`config.mk`:
```
export PLATFORM = sky130hd
export DESIGN_NAME = bday_scroll
export DESIGN_NICKNAME = d
export VERILOG_FILES = /design/src/rtl/bday_scroll.sv
export SDC_FILE = /design/constraint.sdc
export NUM_CORES = 1
export LEC_CHECK = 0
export ABC_CLOCK_PERIOD_IN_PS = 8560
export CAP_MARGIN = 20
export CELL_PAD_IN_SITES_DETAIL_PLACEMENT = 0
export CELL_PAD_IN_SITES_GLOBAL_PLACEMENT = 1
export CORE_UTILIZATION = 56
export DETAILED_ROUTE_END_ITERATION = 16
export DONT_BUFFER_PORTS = 1
export PLACE_DENSITY = 0.87
export SYNTH_ARGS = -nofsm -noshare
export SYNTH_HDL_FRONTEND = slang
export SYNTH_SLANG_ARGS = --single-unit
```
`constraint.sdc`:
```
create_clock -name clk -period 8.56 [get_ports clk]
set_clock_uncertainty 0.15 [all_clocks]
set_input_delay 1.284 -clock clk [delete_from_list [all_inputs] [get_ports clk]]
set_output_delay 1.284 -clock clk [all_outputs]
set_load 0.02 [all_outputs]
```
`src/rtl/bday_scroll.sv`:
```
// ============================================================================
// bday_scroll : seven-segment message scroller with loop/one-shot modes
// Rev 1.0
// ============================================================================
`default_nettype none

module bday_scroll #(
  parameter int NUM_DIGITS = 4,
  parameter int MSG_LEN    = 8,
  parameter int TICK_DIV   = 50_000_000
) (
  input  logic                           clk,
  input  logic                           rst,
  input  logic                           start,
  input  logic                           stop,
  input  logic                           pause,
  input  logic                           mode,
  input  logic                           msg_we,
  input  logic [$clog2(MSG_LEN)-1:0]     msg_waddr,
  input  logic [4:0]                     msg_wdata,
  output logic [NUM_DIGITS-1:0][6:0]     led,
  output logic                           busy,
  output logic                           done
);

  localparam int c_AW = (MSG_LEN > 1) ? $clog2(MSG_LEN) : 1;
  localparam int c_DW = $clog2(TICK_DIV);

  typedef enum logic [1:0] {
    S_IDLE = 2'd0,
    S_RUN  = 2'd1,
    S_DONE = 2'd2
  } state_t;

  state_t              r_state;
  logic                r_mode;
  logic [c_AW-1:0]     r_offset;
  logic [c_DW-1:0]     r_div;
  logic [4:0]          r_msg [MSG_LEN];

  logic [NUM_DIGITS-1:0][6:0] w_win;
  logic                       w_div_wrap;

  function automatic logic [6:0] f_seg(input logic [4:0] code);
    case (code)
      5'h00: f_seg = 7'h3F;  5'h01: f_seg = 7'h06;
      5'h02: f_seg = 7'h5B;  5'h03: f_seg = 7'h4F;
      5'h04: f_seg = 7'h66;  5'h05: f_seg = 7'h6D;
      5'h06: f_seg = 7'h7D;  5'h07: f_seg = 7'h07;
      5'h08: f_seg = 7'h7F;  5'h09: f_seg = 7'h6F;
      5'h0A: f_seg = 7'h77;  5'h0B: f_seg = 7'h7C;
      5'h0C: f_seg = 7'h39;  5'h0D: f_seg = 7'h5E;
      5'h0E: f_seg = 7'h79;  5'h0F: f_seg = 7'h71;
      5'h11: f_seg = 7'h40;
      default: f_seg = 7'h00;
    endcase
  endfunction

  // Leftmost digit (highest index) shows the character at the current offset.
  always_comb begin
    w_win = '0;
    for (int i = 0; i < NUM_DIGITS; i++) begin
      int idx;
      idx = int'(r_offset) + NUM_DIGITS - 1 - i;
      if (idx >= MSG_LEN) idx = idx - MSG_LEN;
      w_win[i] = f_seg(r_msg[c_AW'(idx)]);
    end
  end

  assign w_div_wrap = (r_div == c_DW'(TICK_DIV - 1));

  always_ff @(posedge clk or posedge rst) begin
    if (rst) begin
      r_state  <= S_IDLE;
      r_mode   <= 1'b0;
      r_offset <= '0;
      r_div    <= '0;
      for (int i = 0; i < MSG_LEN; i++) r_msg[i] <= 5'h10;
      led      <= '0;
      busy     <= 1'b0;
      done     <= 1'b0;
    end else begin
      led  <= (r_state == S_IDLE) ? '0 : w_win;
      busy <= (r_state == S_RUN);
      done <= (r_state == S_DONE);

      case (r_state)
        S_IDLE: begin
          if (msg_we && (int'(msg_waddr) < MSG_LEN))
            r_msg[msg_waddr] <= msg_wdata;
          if (start && !stop) begin
            r_state  <= S_RUN;
            r_mode   <= mode;
            r_offset <= '0;
            r_div    <= '0;
          end
        end
        S_RUN: begin
          if (stop) begin
            r_state  <= S_IDLE;
            r_offset <= '0;
            r_div    <= '0;
          end else if (!pause) begin
            r_div <= w_div_wrap ? '0 : r_div + c_DW'(1);
            if (w_div_wrap) begin
              // One-shot ends on the tick after the final window is reached.
              if (r_mode && (r_offset == c_AW'(MSG_LEN - NUM_DIGITS)))
                r_state <= S_DONE;
              else if (r_offset == c_AW'(MSG_LEN - 1))
                r_offset <= '0;
              else
                r_offset <= r_offset + c_AW'(1);
            end
          end
        end
        S_DONE: begin
          if (stop) begin
            r_state  <= S_IDLE;
            r_offset <= '0;
          end else if (start) begin
            r_state  <= S_RUN;
            r_mode   <= mode;
            r_offset <= '0;
            r_div    <= '0;
          end
        end
        default: r_state <= S_IDLE;
      endcase
    end
  end

endmodule

`default_nettype wire

```
==> flow_metrics.py, run 1 <==
metrics = {
    "outcome": {
        "status": "finished, final reports clean",
    },
    "sta": {
        "period_needed_ns": 3.594,
        "setup_viol": 0,
        "slew_headroom_pct": 33.93,
        "tightest_slew_ns": 0.9910,
        "hold_violations": 0,
        "finalSetupTns_ns": 0,
        "rsz0062_at_grt": "no",
        "max_freq_ghz": 0.2783,
        "drv_slew": 0,
        "finalCritPeriodShare_pct": 41.98,
    },
    "logic_synthesis": {
        "synth_xor_xnor_area_share_pct": 4.035,
        "synth_fp_nets": 634,
        "netlist_area_um2": 6481,
        "synth.top_cell.area_share_pct": 36.29,
        "synth.top_cells.by_area": "dfrtp_1 36%, mux4_2 10%, mux2_2 9.2%, ha_1 5.8%, mux2i_1 4.6%",
        "ys_top_cells_by_count": "94 x dfrtp_1, 68 x nor2_1, 53 x mux2_2, 40 x nand2_1",
        "synth_top_family_by_area": "multiplexers",
        "async_reset_ff_share_pct": 100.0,
        "synth_simple_gate_area_share_pct": 13.69,
        "ys_types": 62,
        "yosysMostFrequentCell": "dfrtp_1",
        "yosysTopAreaCell": "dfrtp_1",
        "yosys_warnings": 0,
        "synth-compound-area-share_pct": 7.915,
        "ys_ff_latch": 102,
        "synth.area.mux_share_pct": 25.08,
        "avgSynthCellArea_um2": 11.00,
        "syn-instance-count": 589,
        "synth-adder-area-share_pct": 5.792,
        "synth_ff_type": "dfrtp_1",
        "yosysSeqAreaShare_pct": 39.54,
        "synth_edf_count": 0,
    },
    "worst_setup_path": {
        "path_delay_family": "multiplexers",
        "cpMaxStageDelayCell": "mux4_2",
        "cp_max_fo": 35,
        "startpoint_type": "flip-flop",
        "cp_data_required_time_ns": 8.70,
        "arrival_ns": 3.74,
        "critPathMaxStageDelay_ns": 0.56,
        "worstSetupPathType": "flip-flop to flip-flop",
        "end_kind": "flip-flop",
        "path_cells": "inv_1 -> ha_1 -> buf_4 -> mux4_2 -> mux2i_1 -> inv_1 -> ha_1 -> or3_1 -> o311a_1 -> nor2_1",
        "critPathBufInv": 3,
    },
    "floorplan": {
        "pin_count": 45,
        "core_area_um2": 11080,
        "initial_utilization_pct": 58.50,
        "die-area_um2": 12010,
        "die_w_um": 109.6,
        "die_h_um": 109.6,
        "rows": 38,
    },
    "clocking": {
        "cts_tree": "yes",
        "cts_resized": 0,
        "cts.htree.levels": 3,
        "root_buffer": "clkbuf_16",
        "cts_buffer_depth": 2,
        "numCtsBuffers": 9,
        "clk_pin_slew_ns": 0.07,
        "postCtsSetupRepairBufs": 0,
        "cts_hold_buf": 0,
        "numClockSinks": 102,
        "clock_latency_ns": 0.36,
    },
    "detailed_routing": {
        "wl_per_cell_um": 18.01,
        "drc_errors": 0,
        "antenna_left": 0,
        "vias": 4416,
        "wl_um": 13040,
        "drt_iter0_drc": 273,
        "dr.pass1.iters": 4,
        "via_per_inst": 6.099,
    },
    "power_and_ir_drop": {
        "ir_drop_mv": 0.1527,
        "finalPower_w": 0.001508,
        "power.density_nw_per_um2": 219.2,
        "leakagePower_nw": 2.923,
    },
    "global_route": {
        "grt_pass1_vias": 4286,
        "overflow": 0,
        "grt_pass1_wl_um": 22000,
        "grt_max_degree": 81,
        "antenna_found_initial": 0,
        "grt_use_total_pct": 24.32,
    },
    "placement": {
        "io_buffers": 0,
        "hpwl_um": 9483,
        "gp_congestion": 0.8146,
    },
    "cells_and_area": {
        "area_delta_synth_final_pct": 6.139,
        "fin_nets": 624,
        "drive_gt1_share_pct": 21.75,
        "diodes": 0,
        "fillers": 866,
    },
    "hold_path": {
        "hold_class": "flip-flop to flip-flop",
    },
    "job": {
        "drv_cap": 0,
    },
}
-- layout by cell type, fill, tap and decap left out, types with 4 or more instances in the layout --
master	instances
xor2_1	9
dfstp_2	8
nand3_1	12
nor4_1	5
nor2_1	68
mux4_2	29
ha_1	30
and3_1	10
mux2i_1	30
o31ai_1	4
o21ai_0	9
clkbuf_16	9
mux2_2	53
a211o_1	4
inv_1	25
a211oi_1	14
dfrtp_1	93
a21oi_1	12
or3_1	4
buf_4	5
nor2b_1	6
nand2b_1	5
nand4_1	9
nor3_1	12
nand2_1	40
xnor2_1	14
-- per-stage QoR --
stage | std cells | hold WS [ns] | setup WS (ns) | util [%] | cell area, um2
2_1_floorplan | 589 | 0.3087 | 4.464 | - | 6481
3_3_place_gp | 706 | 0.3416 | 4.291 | 59.02 | 6539
3_5_place_dp | 706 | 0.3587 | 4.137 | 59.02 | 6539
4_1_cts | 722 | 0.3717 | 4.107 | 61.85 | 6852
5_1_grt | 724 | 0.3888 | 4.667 | 62.10 | 6879
6_report | 724 | 0.3706 | 4.966 | 62.10 | 6879
-- where the power goes --
group | total (W) | switching (W) | internal (W)
Clock | 0.000431 | 0.000198 | 0.000232
Sequential | 0.000661 | 0.000100 | 0.000561
Combinational | 0.000416 | 0.000215 | 0.000201
Total | 0.00151 | 0.000514 | 0.000994
-- worst register-to-register path: stages (launching register included) --
cell     delay, ns
dfrtp_2       0.47
inv_1         0.12
ha_1          0.30
buf_4         0.41
mux4_2        0.56
mux2i_1       0.52
inv_1         0.14
ha_1          0.27
or3_1         0.38
o311a_1       0.13
nor2_1        0.08
-- logic make-up (layout without fill, tap and decap cells) --
kind of cell             Yosys count  count (layout)
AND/OR/NAND/NOR                  187             187
multiplexers                     117             117
flip-flops                       102             102
AO/OA/AOI/OAI                     72              72
buffers and inverters             55              50
adder cells (fa/ha/maj)           30              30
XOR/XNOR                          26              26
-- final timing paths --
| path | from | to | slack [ns] | cells past startpoint |
|---|---|---|---|---|
| max in group asynchronous | rst | r_offset[0] | 6.36 | 2 |
| worst min-delay path | r_div[6] | r_div[6] | 0.37 | 1 |
| worst max register to register | r_offset[0] | led[21] | 4.97 | 10 |
| min in group asynchronous | rst | led[9] | 0.58 | 1 |
| worst min register to register | r_div[6] | r_div[6] | 0.37 | 1 |
| worst max-delay path | r_offset[0] | led[21] | 4.97 | 10 |
-- state kept, by name, summed over array words and instances, names as in the netlist --
register	flops
busy	1
done	1
led	28
r_div	26
r_mode	1
r_msg	40
r_offset	3
r_state	2
-- routing by layer --
layer	part of all wire, %	routed length (um)	global-route usage [%]
met5	0	0	0
met4	1.5	201	9.524
met3	3.7	486	4.624
met2	48	6244	37.69
met1	47	6104	33.80
-- area by class of cell --
cell class / instances / area (um2) / share of cell area (%)
flip-flops and latches: 102 / 2564 / 37.27
clock buffers: 9 / 225.2 / 3.274
clock inverters: 7 / 87.58 / 1.273
well taps: 140 / 175.2 / 2.546
multi-input cells: 432 / 3662 / 53.24
repair buffers: 6 / 57.56 / 0.8367
inverters: 28 / 107.6 / 1.564
No activity file was read; power rests on OpenSTA's default activity.
==> run 2: changes to the inputs <==
- ABC_CLOCK_PERIOD_IN_PS: 8560 -> 3550
- CORE_UTILIZATION: 56 -> 52
- PLACE_DENSITY: 0.87 -> 0.82
- clock period: 8.56 -> 3.55 ns (I/O delays scaled with it)
==> flow_metrics.py, run 2 (synthesized netlist as in run 1, its figures left out) <==
metrics = {
    "cells_and_area": {
        "final_common_cell": "dfrtp_1",
        "fin_nets": 636,
        "fin_area_um2": 7022,
        "final_cell_mix": "93 x dfrtp_1, 68 x nor2_1, 53 x mux2_2",
        "reg.largest.list": "r_msg x40, led x28, r_div x26",
        "area_delta_synth_final_pct": 8.340,
        "drive_gt1_share_pct": 23.49,
        "regMostFlops": "r_msg",
        "final_cells": 764,
        "largest_reg_flops": 40,
        "diodes": 0,
    },
    "global_route": {
        "grt_pass1_vias": 4284,
        "grt_use_total_pct": 22.46,
        "overflow": 0,
        "antenna_found_initial": 0,
        "grt_pass1_wl_um": 22220,
        "grt.met2_usage_pct": 35.53,
        "met3_usage_pct": 5.739,
        "grt_max_degree": 55,
        "grt.busiest_layer": "met2",
        "use_met1_pct": 30.42,
    },
    "placement": {
        "dp.cells": 741,
        "io_buffers": 0,
        "post-place-ws_ns": 0.2929,
        "gp_congestion": 0.8744,
        "dpl_cell_area_um2": 6675,
        "hpwl_um": 9686,
    },
    "worst_setup_path": {
        "reg2reg_depth": 11,
        "cp_max_fo": 6,
        "cp_data_required_time_ns": 3.69,
        "arrival_ns": 3.29,
        "reg2reg_slack_ns": 0.39,
        "r2r_end": "led[21]",
        "r2r_start": "r_offset[0]",
        "end_kind": "flip-flop",
        "startpoint_type": "flip-flop",
        "worstSetupPathType": "flip-flop to flip-flop",
    },
    "detailed_routing": {
        "drt_iter0_drc": 386,
        "wl_per_cell_um": 17.48,
        "via_per_inst": 5.873,
        "antenna_left": 0,
        "drc_errors": 0,
        "dr.pass1.iters": 4,
        "vias": 4487,
        "wl_um": 13350,
    },
    "sta": {
        "finalSetupTns_ns": 0,
        "slew_headroom_pct": 47.85,
        "rsz0062_at_grt": "no",
        "tightest_slew_ns": 0.7751,
        "max_freq_ghz": 0.3169,
        "setup_viol": 0,
        "finalCritPeriodShare_pct": 88.89,
        "setup_slack_ns": 0.3944,
        "drv_slew": 0,
        "hold_violations": 0,
        "period_needed_ns": 3.156,
    },
    "clocking": {
        "numClockSinks": 102,
        "clk_pin_slew_ns": 0.07,
        "cts_buffer_depth": 2,
        "clock_latency_ns": 0.35,
        "numCtsBuffers": 9,
        "root_buffer": "clkbuf_16",
        "cts_hold_buf": 0,
        "cts_tree": "yes",
        "cts.htree.levels": 3,
    },
    "floorplan": {
        "core_area_um2": 12060,
        "rows": 40,
        "die_w_um": 113.6,
        "die_h_um": 113.6,
        "die-area_um2": 12910,
        "pin_count": 45,
        "initial_utilization_pct": 53.73,
    },
    "job": {
        "drv_cap": 0,
    },
    "power_and_ir_drop": {
        "power.density_nw_per_um2": 514.4,
        "ir_drop_mv": 0.2853,
        "leakagePower_nw": 2.975,
    },
    "outcome": {
        "status": "finished, final reports clean",
    },
    "hold_path": {
        "hold_class": "input port to async pin",
    },
}
## run 2: how the worst max path moves through the flow
| stage | from | end | slack, ns | cells past startpoint |
|---|---|---|---|---|
| 4_1_cts | r_offset[0] | led[6] | 0.26 | 11 |
| 3_5_place_dp | r_offset[0] | led[6] | 0.29 | 11 |
| 3_3_place_gp | r_offset[0] | led[6] | 0.44 | 11 |
| 6_report | r_offset[0] | led[21] | 0.39 | 11 |
| 2_1_floorplan | r_offset[0] | led[21] | -0.03 | 14 |
| 5_1_grt | r_offset[1] | led[6] | 0.08 | 10 |
## run 2: final cells by class
class                           count  area, um2
Inverter                           28      107.6
Multi-Input combinational cell    432       3699
Tap cell                          168      210.2
Timing Repair Buffer               18      147.6
Sequential cell                   102       2564
Fill cell                         994       5040
Clock inverter                      3      43.79
Clock buffer                       13      250.2
## run 2: per-layer routing
layer / part of all wire, % / vias to the layer above
met5: 0 / -
met2: 48 / 100
met3: 5.0 / 16
met1: 46 / 2236
li1: - / 2135
met4: 1.5 / 0
## run 2: critical path: stages, from the launching register on
cell	delay, ns
dfrtp_2	0.40
inv_1	0.11
ha_1	0.29
xor2_4	0.13
buf_4	0.16
xnor2_2	0.45
mux2i_2	0.43
inv_1	0.15
ha_1	0.25
or3_1	0.38
o311a_1	0.13
nor2_1	0.08
## run 2: timing repair
action / CTS / global route
endpoints found under the setup margin: 0 / 1
buffers inserted: 0 / 7
resized for setup: 0 / 0
## run 2: power breakdown
group          total [W]  internal (W)  leakage [nW]  switching [W]
Clock           0.000991      0.000568         0.144       0.000423
Combinational    0.00103      0.000498          1.52       0.000530
Sequential       0.00159       0.00135          1.31       0.000239
## run 2: per-stage QoR
step	power [W]	util (%)	hold WS, ns
after floorplan	0.002393	-	0.3087
after global placement	0.002590	55.34	0.3544
after detailed placement	0.002631	55.34	0.3467
after CTS	0.003635	57.78	0.03397
after global routing	0.003822	58.22	0.07059
final	0.003612	58.22	0.01501
